### config.mk
export PLATFORM = sky130hd
export DESIGN_NAME = gcd_stream
export DESIGN_NICKNAME = d
export VERILOG_FILES = /design/src/rtl/gcd_pkg.sv /design/src/rtl/gcd_step.sv /design/src/rtl/gcd_stream.sv
export SDC_FILE = /design/constraint.sdc
export NUM_CORES = 1
export LEC_CHECK = 0
export ABC_AREA = 1
export CAP_MARGIN = 10
export CORE_MARGIN = 1.5
export CORE_UTILIZATION = 60
export CTS_CLUSTER_DIAMETER = 60
export DETAILED_ROUTE_END_ITERATION = 8
export MAX_ROUTING_LAYER = met4
export PLACE_DENSITY = 0.89
export SYNTH_ARGS = -nofsm -noshare
export SYNTH_HDL_FRONTEND = slang
export SYNTH_HIERARCHICAL = 1
export SYNTH_SLANG_ARGS = --single-unit
### constraint.sdc
create_clock -name clk -period 3.4 [get_ports clk]
set_clock_uncertainty 0.15 [all_clocks]
set_input_delay 0.85 -clock clk [delete_from_list [all_inputs] [get_ports clk]]
set_output_delay 0.85 -clock clk [all_outputs]
set_load 0.005 [all_outputs]
### src/rtl/gcd_pkg.sv
// Shared definitions for the streaming binary-GCD engine: FSM states and
// default operand/tag widths.
package gcd_pkg;

  localparam int GCD_WIDTH_DEF = 16;
  localparam int GCD_TAG_W_DEF = 4;

  typedef enum logic [1:0] {
    ST_IDLE = 2'd0,
    ST_CALC = 2'd1,
    ST_DONE = 2'd2
  } gcd_state_e;

  // Width of the per-result CALC-cycle counter for a given operand width.
  function automatic int gcd_iter_w(input int width);
    return $clog2(2 * width + 2);
  endfunction

endpackage

### src/rtl/gcd_step.sv
// One combinational step of Stein's binary GCD.
// The caller iterates this step until done is set.
module gcd_step #(
  parameter int WIDTH = 16,
  parameter int KW    = $clog2(WIDTH + 1)
) (
  input  logic [WIDTH-1:0] a,
  input  logic [WIDTH-1:0] b,
  input  logic [KW-1:0]    k,
  output logic [WIDTH-1:0] a_nxt,
  output logic [WIDTH-1:0] b_nxt,
  output logic [KW-1:0]    k_nxt,
  output logic             done,
  output logic [WIDTH-1:0] result
);

  localparam logic [WIDTH-1:0] ZERO  = {WIDTH{1'b0}};
  localparam logic [KW-1:0]    K_ONE = KW'(1);

  logic [WIDTH-1:0] diff_ab_s;
  logic [WIDTH-1:0] diff_ba_s;

  assign diff_ab_s = a - b;
  assign diff_ba_s = b - a;

  // Select the first matching Stein rule. Because k counts only common
  // factors of two, (a|b)<<k cannot overflow WIDTH bits.
  always_comb begin
    a_nxt  = a;
    b_nxt  = b;
    k_nxt  = k;
    done   = 1'b0;
    result = ZERO;
    if ((a == ZERO) || (b == ZERO)) begin
      done   = 1'b1;
      result = (a | b) << k;
    end else if (!a[0] && !b[0]) begin
      a_nxt = a >> 1;
      b_nxt = b >> 1;
      k_nxt = k + K_ONE;
    end else if (!a[0]) begin
      a_nxt = a >> 1;
    end else if (!b[0]) begin
      b_nxt = b >> 1;
    end else if (a >= b) begin
      a_nxt = {1'b0, diff_ab_s[WIDTH-1:1]};
    end else begin
      b_nxt = {1'b0, diff_ba_s[WIDTH-1:1]};
    end
  end

endmodule

### src/rtl/gcd_stream.sv
// Streaming GCD engine: accepts {a,b}+tag, runs one Stein step per cycle and
// presents gcd, tag and step count through a valid/ready output.
module gcd_stream
  import gcd_pkg::*;
#(
  parameter int WIDTH = GCD_WIDTH_DEF,
  parameter int TAG_W = GCD_TAG_W_DEF
) (
  input  logic                             clk,
  input  logic                             reset,
  input  logic                             in_valid,
  input  logic [2*WIDTH-1:0]               in_data,
  input  logic [TAG_W-1:0]                 in_tag,
  output logic                             in_ready,
  output logic                             out_valid,
  output logic [WIDTH-1:0]                 out_data,
  output logic [TAG_W-1:0]                 out_tag,
  output logic [$clog2(2*WIDTH+2)-1:0]     out_iters,
  input  logic                             out_ready
);

  localparam int KW     = $clog2(WIDTH + 1);
  localparam int ITER_W = gcd_iter_w(WIDTH);
  localparam logic [ITER_W-1:0] ITER_ONE = ITER_W'(1);

  gcd_state_e          state_r;
  gcd_state_e          state_nxt_s;
  logic [WIDTH-1:0]    a_r;
  logic [WIDTH-1:0]    b_r;
  logic [KW-1:0]       k_r;
  logic [TAG_W-1:0]    tag_r;
  logic [ITER_W-1:0]   iters_r;
  logic [WIDTH-1:0]    out_data_r;
  logic [TAG_W-1:0]    out_tag_r;
  logic [ITER_W-1:0]   out_iters_r;
  logic                ready_s;
  logic                accept_s;
  logic [WIDTH-1:0]    a_nxt_s;
  logic [WIDTH-1:0]    b_nxt_s;
  logic [KW-1:0]       k_nxt_s;
  logic                done_s;
  logic [WIDTH-1:0]    result_s;
  logic [ITER_W-1:0]   iters_inc_s;

  gcd_step #(
    .WIDTH (WIDTH),
    .KW    (KW)
  ) u_step (
    .a      (a_r),
    .b      (b_r),
    .k      (k_r),
    .a_nxt  (a_nxt_s),
    .b_nxt  (b_nxt_s),
    .k_nxt  (k_nxt_s),
    .done   (done_s),
    .result (result_s)
  );

  assign iters_inc_s = iters_r + ITER_ONE;
  // Reset is folded in so the engine never advertises readiness while held.
  assign accept_s    = in_valid && ready_s && !reset;
  assign in_ready    = ready_s && !reset;
  assign out_valid   = (state_r == ST_DONE);
  assign out_data    = out_data_r;
  assign out_tag     = out_tag_r;
  assign out_iters   = out_iters_r;

  // State register.
  always_ff @(posedge clk or posedge reset) begin
    if (reset) begin
      state_r <= ST_IDLE;
    end else begin
      state_r <= state_nxt_s;
    end
  end

  // Next-state and input-ready decode; DONE frees the input on the handshake cycle.
  always_comb begin
    state_nxt_s = state_r;
    ready_s     = 1'b0;
    case (state_r)
      ST_IDLE: begin
        ready_s = 1'b1;
        if (in_valid) begin
          state_nxt_s = ST_CALC;
        end else begin
          state_nxt_s = ST_IDLE;
        end
      end
      ST_CALC: begin
        if (done_s) begin
          state_nxt_s = ST_DONE;
        end else begin
          state_nxt_s = ST_CALC;
        end
      end
      ST_DONE: begin
        if (out_ready) begin
          ready_s = 1'b1;
          if (in_valid) begin
            state_nxt_s = ST_CALC;
          end else begin
            state_nxt_s = ST_IDLE;
          end
        end else begin
          state_nxt_s = ST_DONE;
        end
      end
      default: begin
        state_nxt_s = ST_IDLE;
      end
    endcase
  end

  // Operand, step-count and result registers.
  always_ff @(posedge clk or posedge reset) begin
    if (reset) begin
      a_r         <= {WIDTH{1'b0}};
      b_r         <= {WIDTH{1'b0}};
      k_r         <= {KW{1'b0}};
      tag_r       <= {TAG_W{1'b0}};
      iters_r     <= {ITER_W{1'b0}};
      out_data_r  <= {WIDTH{1'b0}};
      out_tag_r   <= {TAG_W{1'b0}};
      out_iters_r <= {ITER_W{1'b0}};
    end else if (accept_s) begin
      a_r     <= in_data[2*WIDTH-1:WIDTH];
      b_r     <= in_data[WIDTH-1:0];
      k_r     <= {KW{1'b0}};
      tag_r   <= in_tag;
      iters_r <= {ITER_W{1'b0}};
    end else if (state_r == ST_CALC) begin
      a_r     <= a_nxt_s;
      b_r     <= b_nxt_s;
      k_r     <= k_nxt_s;
      iters_r <= iters_inc_s;
      // The terminating step counts toward the reported iterations.
      if (done_s) begin
        out_data_r  <= result_s;
        out_tag_r   <= tag_r;
        out_iters_r <= iters_inc_s;
      end else begin
        out_data_r  <= out_data_r;
        out_tag_r   <= out_tag_r;
        out_iters_r <= out_iters_r;
      end
    end else begin
      a_r     <= a_r;
      b_r     <= b_r;
      k_r     <= k_r;
      iters_r <= iters_r;
    end
  end

endmodule

==> flow_summary.toml <==
[critical_path]
rrSetupSlack_ns = 0.30
critPathArrivalTime_ns = 3.22
worst_setup_path_class = "reg2reg"
r2r_start = "b_r[0]$_DFFE_PP0P_"
crit-reg2reg-capture = "b_r[2]$_DFFE_PP0P_"
critical_path.endpoint_type = "register"
rr_worst_depth = 16
critPathRequiredTime_ns = 3.52
critPathMaxFanout = 11
critical_path.startpoint_type = "register"

[clock_tree]
worst_skew_pair.late_latency_ns = 0.34
htree_levels = 3
cts-hold-fix-buffers = 0
cts.root.buffer_cell = "sky130_fd_sc_hd__clkbuf_16"
post_cts_buffers = 0
clock_tree_from_tritoncts = "done"
cts_buffer_depth = 2
post_cts.resized_instances = 0
clkTransAtPathRegs_ns = 0.06
cts_inserted_buffers = 9
clock_sinks = 75

[yosys]
commonest_register_cell_after_synthesis = "sky130_fd_sc_hd__dfrtp_1"
yosysSeqAreaShare_pct = 25.3
synthDistinctLibCells = 44
synth_top_family_by_area = "simple AND/OR/NAND/NOR gates"
synth_warnings = 6
synth_compound_gate_area_share_pct = 11.2
total_of_flip_flops_plus_latches_after_synthesis = 75
yosys.area_share.simple_pct = 41.9
synth_async_sr_flop_share_pct = 100
mappedNetlistNets = 1248
syn_area_per_cell_um2 = 6.42
synth.area.mux_share_pct = 0.135
syn_area_um2 = 7420
synth_enable_flop_cells = 0
post_synthesis_xor_xnor_area_fraction_pct = 2.24
post_synth_fa_ha_maj_area_fraction_pct = 8.97
syn-instance-count = 1156

[final_layout]
final.fill_count = 1014
antenna-diode-count = 0
nets_finish = 1300
drive_above_1_share_pct = 8.99
area_used_by_multi_input_combinational_logic_um2 = 4780
final-instance-count-excl-fill = 1360
utilization_pct = 71.3
sequential_cell_area_um2 = 1880
most-common-layout-cells = "sky130_fd_sc_hd__nand2_1, sky130_fd_sc_hd__nand3_1, sky130_fd_sc_hd__inv_1"
area_growth_pct = 15.4
layout_commonest_cell = "sky130_fd_sc_hd__nand2_1"

[detailed_routing]
detailed_routing_iterations_pass_1 = 6
post_drt_via_cell_ratio = 6.08
routed_via_count = 8275
detailedRoute.firstIterationViolations = 1107
avgRoutedWirePerCell_um = 17.7
routed_wl_um = 24000
drcViolationCount = 0
antenna_violating_nets_post_route = 0

[pwr]
max-vdd-ir-drop_uv = 772
sw_frac_of_total_pct = 56.2
seq_power_share_pct = 16.1
total_switching_power_uw = 5590
power_frac_comb_pct = 72.6
power.share.clock_pct = 11.3
cellPowerDensity_nw_per_um2 = 1160
power_leakage_uw = 0.00435
p_int_uw = 4360

[grt]
global_route.overflow_total = 0
grt_antenna_before_repair = 0
first_global_vias = 7707
grt_first_pass_wirelength_um = 38500
track_usage_pct = 38.9
grt_max_degree = 63

[floorplan]
initial_core_utilization_pct = 61.8
core-area_um2 = 12000
die_w_um = 114
die-area_um2 = 13000
top_level_ports = 68
placement_rows = 40
die_h_um = 114

[timing]
min_period_ns = 3.10
slew-limit-headroom_pct = 38.0
final_hold_viol_count = 0
actual_slew_at_the_worst_max_slew_pin_ns = 0.929
unrepaired_setup_endpoints_after_global_routing = "false"
report.final.slew_viol_count = 0
setup_viol = 0
finalCritPeriodShare_pct = 91.1
final.setup.tns_ns = 0
max_freq_ghz = 0.323

[worst_hold_path]
min_delay_path_class = "reg2reg"
hold_path_startpoint = "out_data[3]$_DFFE_PP0P_"
hold-path-endpoint = "out_data[3]$_DFFE_PP0P_"
hold_depth = 2

[placement]
numPlacedInstances = 1344
gp_congestion = 1.03
placement.io_buffers = 67
dp_hpwl_um = 17900

[job]
cap_viol_max_count = 0

[run_status]
status = "finished, final reports clean"
==> layout make-up <==
| type | instances | area share (%) |
|---|---|---|
| multi-input cells | 898 | 55.8 |
| flip-flops and latches | 75 | 21.9 |
| repair buffers | 93 | 10.3 |
| inverters | 131 | 5.74 |
| clock buffers | 9 | 2.63 |
| well taps | 147 | 2.15 |
| clock inverters | 7 | 1.45 |
==> flip-flops by register name, indices dropped and copies added (netlist names) <==
| signal | flops |
|---|---|
| a_r | 16 |
| b_r | 16 |
| out_data | 16 |
| iters_r | 6 |
| out_iters | 6 |
| k_r | 5 |
| out_tag | 4 |
| tag_r | 4 |
| state_r | 2 |
==> cells by family after synthesis <==
group / after synthesis
mux: 1
compound gates: 144
buf+inv: 183
simple gates: 682
xor+xnor: 19
fa+ha+maj: 52
flops: 75
==> worst max-delay path by stage <==
stage	start	to	slack (ns)
finish	b_r[0]$_DFFE_PP0P_	b_r[2]$_DFFE_PP0P_	0.30
global route	b_r[11]$_DFFE_PP0P_	b_r[1]$_DFFE_PP0P_	0.13
CTS	reset	in_ready	0.35
detailed placement	reset	in_ready	0.36
global placement	reset	in_ready	0.38
floorplan	reset	a_r[0]$_DFFE_PP0P_	0.49
==> metal layers <==
metal	global-route usage, %	routed length, um
met1	46.8	9250
met2	62.4	11200
met3	6.67	2120
met4	21.1	1450
met5	-	0
==> through the flow <==
| stage | hold slack (ns) | area [um^2] | worst slack, ns | total power [uW] |
|---|---|---|---|---|
| after detailed placement | 0.311 | 8210 | 0.357 | 8550 |
| after CTS | 0.331 | 8560 | 0.352 | 9730 |
| final | 0.326 | 8560 | 0.302 | 9950 |
| after floorplan | 0.292 | 7420 | 0.490 | 6660 |
| after global routing | 0.345 | 8560 | 0.130 | 10800 |
| after global placement | 0.301 | 8210 | 0.383 | 8440 |
==> power by group through the flow <==
| stage | combinational (uW) | clock (uW) | sequential (uW) |
|---|---|---|---|
| after floorplan | 5120 | 0 | 1540 |
| after global placement | 6850 | 0 | 1590 |
| after detailed placement | 6940 | 0 | 1610 |
| after CTS | 7010 | 1120 | 1590 |
| after global routing | 7950 | 1160 | 1640 |
| final | 7230 | 1120 | 1610 |
==> worst max-delay path, cell delays in order, from the launching register on <==
cell	delay [ns]
sky130_fd_sc_hd__dfrtp_1	0.51
sky130_fd_sc_hd__ha_1	0.28
sky130_fd_sc_hd__fa_1	0.41
sky130_fd_sc_hd__inv_1	0.13
sky130_fd_sc_hd__nand2_4	0.06
sky130_fd_sc_hd__nand3_4	0.07
sky130_fd_sc_hd__nand2_1	0.08
sky130_fd_sc_hd__nand3_2	0.09
sky130_fd_sc_hd__nand2_2	0.10
sky130_fd_sc_hd__a21oi_4	0.37
sky130_fd_sc_hd__buf_4	0.29
sky130_fd_sc_hd__nand2_2	0.07
sky130_fd_sc_hd__nand3_2	0.08
sky130_fd_sc_hd__nand2_1	0.08
sky130_fd_sc_hd__nand2_1	0.08
sky130_fd_sc_hd__nand2_1	0.07
sky130_fd_sc_hd__nand3_1	0.12
==> Yosys cell counts (2+ instances only) <==
cell type	instances	area, um^2
sky130_fd_sc_hd__a211oi_1	6	45.0
sky130_fd_sc_hd__a21oi_1	58	290
sky130_fd_sc_hd__a21oi_2	4	35.0
sky130_fd_sc_hd__a21oi_4	2	32.5
sky130_fd_sc_hd__a22oi_1	12	90.1
sky130_fd_sc_hd__and2_1	2	12.5
sky130_fd_sc_hd__buf_2	13	65.1
sky130_fd_sc_hd__buf_6	5	56.3
sky130_fd_sc_hd__clkbuf_1	31	116
sky130_fd_sc_hd__clkinv_1	3	11.3
sky130_fd_sc_hd__dfrtp_1	75	1880
sky130_fd_sc_hd__fa_1	2	40.0
sky130_fd_sc_hd__ha_1	50	626
sky130_fd_sc_hd__inv_1	115	432
sky130_fd_sc_hd__inv_2	13	48.8
sky130_fd_sc_hd__nand2_1	373	1400
sky130_fd_sc_hd__nand2_2	19	119
sky130_fd_sc_hd__nand2_4	3	33.8
sky130_fd_sc_hd__nand3_1	137	686
sky130_fd_sc_hd__nand3_2	6	60.1
sky130_fd_sc_hd__nand4_1	49	307
sky130_fd_sc_hd__nor2_1	66	248
sky130_fd_sc_hd__nor2_2	5	31.3
sky130_fd_sc_hd__nor2_4	5	56.3
sky130_fd_sc_hd__nor3_1	2	10.0
sky130_fd_sc_hd__nor3_2	3	30.0
sky130_fd_sc_hd__nor4_1	8	50.1
sky130_fd_sc_hd__o21ai_0	52	260
sky130_fd_sc_hd__o21ai_2	2	17.5
sky130_fd_sc_hd__o21bai_1	3	22.5
sky130_fd_sc_hd__o22ai_1	2	12.5
sky130_fd_sc_hd__xor2_1	18	158
(Power assumes the default switching activity.)
